==> src/rtl/buffer_streamer_if.sv <==
// Bundles the streamer's control, buffer-read and output-stream signals.
// The streamer side uses master; the surrounding logic uses slave.
interface buffer_streamer_if #(
  parameter int Depth     = 32,
  parameter int DataWidth = 8,
  parameter int AddrWidth = $clog2(Depth)
);
  logic                 start;
  logic [AddrWidth-1:0] baseAddr;
  logic [AddrWidth:0]   length;
  logic                 busy;
  logic                 done;
  logic                 readEn;
  logic [AddrWidth-1:0] readAddr;
  logic [DataWidth-1:0] bufData;
  logic [DataWidth-1:0] outData;
  logic                 outValid;
  logic                 outReady;
  logic                 outLast;

  modport master (
    input  start, baseAddr, length, bufData, outReady,
    output busy, done, readEn, readAddr, outData, outValid, outLast
  );

  modport slave (
    output start, baseAddr, length, bufData, outReady,
    input  busy, done, readEn, readAddr, outData, outValid, outLast
  );
endinterface

==> src/rtl/buffer_streamer.sv <==
// Burst read sequencer: reads a registered-latency buffer and streams bytes out
// through a 4-entry FIFO, issuing reads only while FIFO space is guaranteed.
//
// state | meaning
// IDLE  | waiting for start, busy low
// READ  | reads remain to be issued
// DRAIN | all reads issued, emptying in-flight read and FIFO
module buffer_streamer #(
  parameter int Depth     = 32,
  parameter int DataWidth = 8
) (
  input  logic clk,
  input  logic rst,
  buffer_streamer_if.master bus
);
  localparam int AddrWidth = $clog2(Depth);

  typedef enum logic [1:0] {IDLE, READ, DRAIN} state_e;

  state_e               state_q, state_d;
  logic [AddrWidth-1:0] addr_q, addr_d;
  logic [AddrWidth:0]   issue_cnt_q, issue_cnt_d;
  logic [AddrWidth:0]   out_cnt_q, out_cnt_d;
  logic                 done_q, done_d;
  logic                 inflight_q;

  logic [DataWidth-1:0] fifo_q [4];
  logic [1:0]           wr_ptr_q, rd_ptr_q;
  logic [2:0]           count_q;

  logic read_en, push, pop, out_valid, out_last;

  // Credit check counts the in-flight read so a returning byte always has a slot.
  assign read_en   = (state_q == READ) && (({1'b0, count_q} + 4'(inflight_q)) <= 4'd2);
  assign push      = inflight_q;
  assign out_valid = (count_q != 3'd0);
  assign out_last  = out_valid && (out_cnt_q == (AddrWidth+1)'(1));
  assign pop       = out_valid && bus.outReady;

  assign bus.busy     = (state_q != IDLE);
  assign bus.done     = done_q;
  assign bus.readEn   = read_en;
  assign bus.readAddr = addr_q;
  assign bus.outData  = fifo_q[rd_ptr_q];
  assign bus.outValid = out_valid;
  assign bus.outLast  = out_last;

  always_comb begin
    state_d     = state_q;
    addr_d      = addr_q;
    issue_cnt_d = issue_cnt_q;
    out_cnt_d   = out_cnt_q;
    done_d      = 1'b0;
    case (state_q)
      IDLE: begin
        if (bus.start) begin
          if (bus.length != '0) begin
            addr_d      = bus.baseAddr;
            issue_cnt_d = bus.length;
            out_cnt_d   = bus.length;
            state_d     = READ;
          end else begin
            done_d = 1'b1;
          end
        end
      end
      READ: begin
        if (read_en) begin
          addr_d      = (addr_q == AddrWidth'(Depth-1)) ? '0 : addr_q + 1'b1;
          issue_cnt_d = issue_cnt_q - 1'b1;
          if (issue_cnt_q == (AddrWidth+1)'(1)) state_d = DRAIN;
        end
      end
      DRAIN: ;
      default: state_d = IDLE;
    endcase
    if (pop) begin
      out_cnt_d = out_cnt_q - 1'b1;
      if (out_last) begin
        state_d = IDLE;
        done_d  = 1'b1;
      end
    end
  end

  always_ff @(posedge clk or posedge rst) begin
    if (rst) begin
      state_q     <= IDLE;
      addr_q      <= '0;
      issue_cnt_q <= '0;
      out_cnt_q   <= '0;
      done_q      <= 1'b0;
      inflight_q  <= 1'b0;
    end else begin
      state_q     <= state_d;
      addr_q      <= addr_d;
      issue_cnt_q <= issue_cnt_d;
      out_cnt_q   <= out_cnt_d;
      done_q      <= done_d;
      inflight_q  <= read_en;
    end
  end

  always_ff @(posedge clk or posedge rst) begin
    if (rst) begin
      for (int i = 0; i < 4; i++) fifo_q[i] <= '0;
      wr_ptr_q <= '0;
      rd_ptr_q <= '0;
      count_q  <= '0;
    end else begin
      if (push) begin
        fifo_q[wr_ptr_q] <= bus.bufData;
        wr_ptr_q         <= wr_ptr_q + 1'b1;
      end
      if (pop) rd_ptr_q <= rd_ptr_q + 1'b1;
      count_q <= count_q + {2'b00, push} - {2'b00, pop};
    end
  end
endmodule

==> src/flat_wrapper.sv <==
// flat-port wrapper written by rule: the top's interface ports become plain ports
module buffer_streamer_flat 
#(
  parameter int Depth     = 32,
  parameter int DataWidth = 8
)
  (clk, rst, bus_start, bus_baseAddr, bus_length, bus_bufData, bus_outReady, bus_busy, bus_done, bus_readEn, bus_readAddr, bus_outData, bus_outValid, bus_outLast);
  buffer_streamer_if #(.Depth(Depth), .DataWidth(DataWidth)) bus_i ();
  input  logic clk;
  input  logic rst;
  input wire logic [$bits(bus_i.start)-1:0] bus_start;
  input wire logic [$bits(bus_i.baseAddr)-1:0] bus_baseAddr;
  input wire logic [$bits(bus_i.length)-1:0] bus_length;
  input wire logic [$bits(bus_i.bufData)-1:0] bus_bufData;
  input wire logic [$bits(bus_i.outReady)-1:0] bus_outReady;
  output wire logic [$bits(bus_i.busy)-1:0] bus_busy;
  output wire logic [$bits(bus_i.done)-1:0] bus_done;
  output wire logic [$bits(bus_i.readEn)-1:0] bus_readEn;
  output wire logic [$bits(bus_i.readAddr)-1:0] bus_readAddr;
  output wire logic [$bits(bus_i.outData)-1:0] bus_outData;
  output wire logic [$bits(bus_i.outValid)-1:0] bus_outValid;
  output wire logic [$bits(bus_i.outLast)-1:0] bus_outLast;
  assign bus_i.start = bus_start;
  assign bus_i.baseAddr = bus_baseAddr;
  assign bus_i.length = bus_length;
  assign bus_i.bufData = bus_bufData;
  assign bus_i.outReady = bus_outReady;
  assign bus_busy = bus_i.busy;
  assign bus_done = bus_i.done;
  assign bus_readEn = bus_i.readEn;
  assign bus_readAddr = bus_i.readAddr;
  assign bus_outData = bus_i.outData;
  assign bus_outValid = bus_i.outValid;
  assign bus_outLast = bus_i.outLast;
  buffer_streamer #(.Depth(Depth), .DataWidth(DataWidth)) u_core (.clk(clk), .rst(rst), .bus(bus_i));
endmodule
==> config.mk <==
export PLATFORM = sky130hd
export DESIGN_NAME = buffer_streamer_flat
export DESIGN_NICKNAME = d
export VERILOG_FILES = /design/src/rtl/buffer_streamer_if.sv /design/src/rtl/buffer_streamer.sv /design/src/flat_wrapper.sv
export SDC_FILE = /design/constraint.sdc
export NUM_CORES = 1
export LEC_CHECK = 0
export BUFFER_PORTS_ARGS = -buffer_cell sky130_fd_sc_hd__buf_4
export CAP_MARGIN = 15
export CELL_PAD_IN_SITES_DETAIL_PLACEMENT = 1
export CELL_PAD_IN_SITES_GLOBAL_PLACEMENT = 1
export CORE_MARGIN = 5
export CORE_UTILIZATION = 50
export CTS_CLUSTER_SIZE = 16
export DETAILED_ROUTE_END_ITERATION = 10
export PLACE_DENSITY_LB_ADDON = 0.1
export SLEW_MARGIN = 20
export SYNTH_ARGS = -nofsm -noshare
export SYNTH_HDL_FRONTEND = slang
export SYNTH_SLANG_ARGS = --single-unit
==> constraint.sdc <==
create_clock -name clk -period 5.9 [get_ports clk]
set_input_delay 0.295 -clock clk [delete_from_list [all_inputs] [get_ports clk]]
set_output_delay 0.295 -clock clk [all_outputs]
set_load 0.01 [all_outputs]
After elaboration in Yosys (flattened, before gate mapping):

Index checks and enable logic that the tools add are counted.

* $add $sub $neg: 8
* $mul: 0
* div/mod/pow operators: 0
* magnitude comparators: 4
* eq/ne operators: 8
* shift operators: 0
* muxes and demuxes: 29
* bitwise logic cells: 2
* reductions and logical operators: 14

Operators by type and width (number)
* $bwmux 32: 1
* $mux 6: 5
* $mux 8: 3
* $mux 5: 4
* $bmux 8 s2: 1
* $demux 8 s2: 1
* $eq 6x1->1 const B: 2
* $mux 2: 6
* $pmux 6 s2: 1
* $sub 6x1->6 const B: 2
* $pmux 5 s2: 1
* $reduce_bool 2->1: 5
* $ge 3x3->1 const B: 2
* $not 2->3: 2
* $pmux 2 s3: 1
* $reduce_bool 6->1: 1
* $add 5x1->5 const B: 1
* $eq 5x5->1 const B: 1
* $mux 1: 5
* $add 2x1->2 const B: 2
* $add 3x1->4: 1
* $le 4x2->1 const B: 1
* $logic_and 1x1->1: 4
* $ne 2x1->1 const B: 2
* 10 further kinds: 10

* register bits: 60
* latch bits: 0
* bits in writable memories: 0
* memory bits (read-only): 0
* input port bits: 23
* output and inout port bits: 18
* logic and storage cells: 78
* memories: 0

Longest topological paths before layout:

* depth in word-level cells: 7
* depth in mapped cells: 8
* gate-level depth less buffers: 8

Least setup slack after synthesis:

Ideal clock, no wire load.

* path kind: register to register
* from: reg u_core.count_q[2]
* to: reg u_core.count_q[2]
* library setup time: 0.122 ns
* arrival: 2.094 ns
* required time: 5.778 ns
* slack: 3.684 ns
* cell stages (with the launch flop): 9
* buffers on the path: 0
* clock period less this slack: 2.216 ns
* cells stage by stage: dfrtp_1 -> o31ai_4 -> clkinv_1 -> ha_1 -> inv_1 -> ha_1 -> inv_1 -> fa_1 -> xor2_1

* word-level cells in the longest chain between the ends: 3
* elaborated cells on any way between the ends: 4
* those cells by class: 2 x add/sub; 2 x reduce/logical

Ends and longest elaborated chain
* start: declaration: line buffer_streamer.sv:29 `logic [2:0] count_q;`
* start signal: assignment: line buffer_streamer.sv:116 `count_q <= count_q + {2'b00, push} - {2'b00, pop};`
* $reduce_bool 3->1: line buffer_streamer.sv:36 `assign out_valid = (count_q != 3'd0);`
* $logic_and 1x1->1: line buffer_streamer.sv:38 `assign pop = out_valid && bus.outReady;`
* via u_core.pop: line buffer_streamer.sv:31 `logic read_en, push, pop, out_valid, out_last;`
* $sub 3x1->3: line buffer_streamer.sv:116

The timed path passes the listed nets, and every way through them passes these cells.
A chain may end at the register's enable or synchronous reset.

Worst setup path in the final report:

Same ends and word-level chain as after synthesis.

==> run_results.csv <==
group,metric,value,unit
global_route,antenna_found_initial,0,
drt,drtPass1Iterations,4,
global_route,grt_max_degree,61,
finish,multi_input_area,0.00151,sq mm
clock_network,path_clk_slew,0.07,ns
drt,num_vias,2168,
synth,synthArstFlopShare,100,%
global_route,grt_pass1_wl,12.1,mm
power_and_ir_drop,p_leak,1.62,nW
clock_network,clock_latency,0.33,ns
worst_setup_path,worstSetupEndpointType,"flop",
synth,synth_ff_type,"dfrtp_1",
finish,area_delta_synth_final,16.9,%
global_route,grt_util_all_layers,20.4,%
worst_setup_path,path_class,"reg2reg",
synth,syn_nets,292,
timing,finalHoldViolCount,0,
clock_network,clockBufferDepth,2,
synth,seq_area_frac_synth,48.1,%
clock_network,ctsHtreeMaxLevel,3,
timing,fin_crit_sh,47.2,%
finish,nFillCells,619,
finish,seq_area,0.00150,sq mm
floorplan,fp.dieW,89.0,microns
global_route,overflow,0,
synth,syn_area,0.00312,sq mm
finish,n_antenna_cell,0,
power_and_ir_drop,finalPower,2.14,mW
worst_setup_path,start_kind,"flop",
clock_network,numCtsBuffers,9,
finish,mostFrequentLayoutCell,"dfrtp_1",
synth,synth_edf_count,0,
synth,yosysWarnings,0,
floorplan,io_pins,41,
clock_network,postCtsResizedCells,0,
synth,syn-mean-instance-area,12.3,sq um
timing,skew,0.00337,ns
timing,slew_violations,0,
drt,wl,7.17,mm
clock_network,cts_setup_buffers,0,
worst_setup_path,required,6.12,ns
power_and_ir_drop,p_per_area,587,mW/mm^2
timing,rsz0062_at_grt,"no",
timing,whs,0.179,ns
placed_design,gp_congestion,0.796,
clock_network,ctsHoldBuffers,0,
run,max-cap-violations,0,
worst_setup_path,critPathMaxFanout,14,
placed_design,portBuffers,40,
finish,drive_gt1_share,37.9,%
floorplan,coreArea,0.00599,sq mm
hold_path,hold_class,"in2async",
drt,detail-route-antenna-nets,0,
clock_network,numClockSinks,60,
timing,worstMarginPinSlew,0.744,ns
finish,fin_nets,336,
floorplan,die_h,89.0,microns
outcome,status,"finished, final reports clean",
timing,timing.slew.headroom,50.4,%
floorplan,die_area,0.00793,sq mm
clock_network,clock-root-buffer,"clkbuf_8",
global_route,grt_pass1_vias,2427,
timing,period_needed,2.79,ns
timing,finalSetupTns,0,ns
clock_network,cts_tree,"done",
floorplan,rows,28,
power_and_ir_drop,ir_drop,0.261,mV
floorplan,start_util,52.2,%
drt,drcViolationCount,0,
timing,fmax,0.359,GHz
synth,netlist_instances,253,
timing,setup-violations-final,0,
drt,vias_per_cell,5.77,
synth,ys_types,56,
synth,synth-seq-cells,60,
drt,drt_iter0_drc,49,
finish,layout_common_cells,"60 x dfrtp_1, 41 x buf_4, 34 x mux2_2",
drt,wl_per_cell,19.1,microns
placed_design,hpwl,5.12,mm
worst_setup_path,cp.arrival,3.01,ns
## state kept, by name (all words and copies together), names as in the netlist
| signal | cells |
|---|---|
| u_core.fifo_q | 32 |
| u_core.issue_cnt_q | 6 |
| u_core.state_q | 2 |
| u_core.count_q | 3 |
| u_core.rd_ptr_q | 2 |
| u_core.wr_ptr_q | 2 |
| u_core.out_cnt_q | 6 |
| u_core.inflight_q | 1 |
| u_core.bus.done | 1 |
| u_core.bus.readAddr | 5 |
## Yosys cell counts, types with 3 or more instances
cell type  number  area, sq um
a21oi_1         7         35.0
a22oi_1         3         22.5
a2bb2oi_1       3         26.3
dfrtp_1        60         1500
ha_1           15          188
inv_1          15         56.3
mux2_2         34          383
mux4_2          8          180
nand2_1        16         60.1
nand3_1         6         30.0
nor2_1          9         33.8
nor2b_1         3         18.8
nor3_1          3         15.0
o21ai_0        11         55.1
o2bb2ai_1       4         35.0
xnor2_1         3         26.3
## critical path, stage by stage, from the launching register on
cell      delay (ns)
dfrtp_1         0.44
o31ai_4         0.59
clkinv_1        0.42
ha_1            0.40
inv_1           0.06
ha_1            0.14
inv_1           0.06
fa_1            0.40
xor2_1          0.17
## path summary, 6_finish.rpt
check	start	endpoint	slack, ns	cells past startpoint
hold reg to reg	u_core.issue_cnt_q[4]	u_core.issue_cnt_q[4]	0.50	1
min in group clk	bus_length[5]	u_core.out_cnt_q[5]	0.21	2
hold / removal	rst	u_core.fifo_q[23]	0.18	3
setup / recovery	u_core.count_q[2]	u_core.count_q[2]	3.11	8
max in group asynchronous	rst	u_core.issue_cnt_q[5]	5.23	3
setup reg to reg	u_core.count_q[2]	u_core.count_q[2]	3.11	8
## report_power, final
part           switching [mW]  total [mW]  internal [mW]
registers               0.195       0.815          0.620
logic                   0.460       0.994          0.535
clock network           0.163       0.334          0.171
total                   0.817        2.14           1.33
## cells by family (layout without fill, tap and decap cells)
kind of cell    after synthesis  in the layout  synth area share [%]
compound gates               48             48                  11.9
xor+xnor                      5              5                  1.40
fa+ha+maj                    16             16                  6.65
buf+inv                      24             72                  3.56
flops                        60             60                  48.1
mux                          44             44                  18.7
simple gates                 56             56                  9.81
## routing by layer
metal | vias up | share of wire (%) | GRT usage (%) | routed length [microns]
met4 | 0 | 1.3 | 8.80 | 94
li1 | 1022 | - | - | -
met3 | 9 | 3.2 | 3.23 | 231
met5 | - | 0 | 0 | 0
met2 | 35 | 52 | 34.5 | 3700
met1 | 1102 | 44 | 26.1 | 3150
## metrics by stage
stage	setup WS (ns)	cell area, sq um	utilization (%)	instances
floorplan	3.68	3120	-	253
global placement	3.24	3470	58.0	361
detailed placement	3.15	3470	58.0	361
CTS	3.13	3650	60.9	376
global route	2.89	3650	60.9	376
finish	3.11	3650	60.9	376
## cell type report
| class | count | area share, % |
|---|---|---|
| Timing Repair Buffer | 41 | 8.43 |
| Clock buffer | 11 | 4.15 |
| Inverter | 16 | 1.64 |
| Sequential cell | 60 | 41.1 |
| Multi-Input combinational cell | 169 | 41.4 |
| Tap cell | 75 | 2.57 |
| Clock inverter | 4 | 0.685 |
No activity file was read; power rests on OpenSTA's default activity.
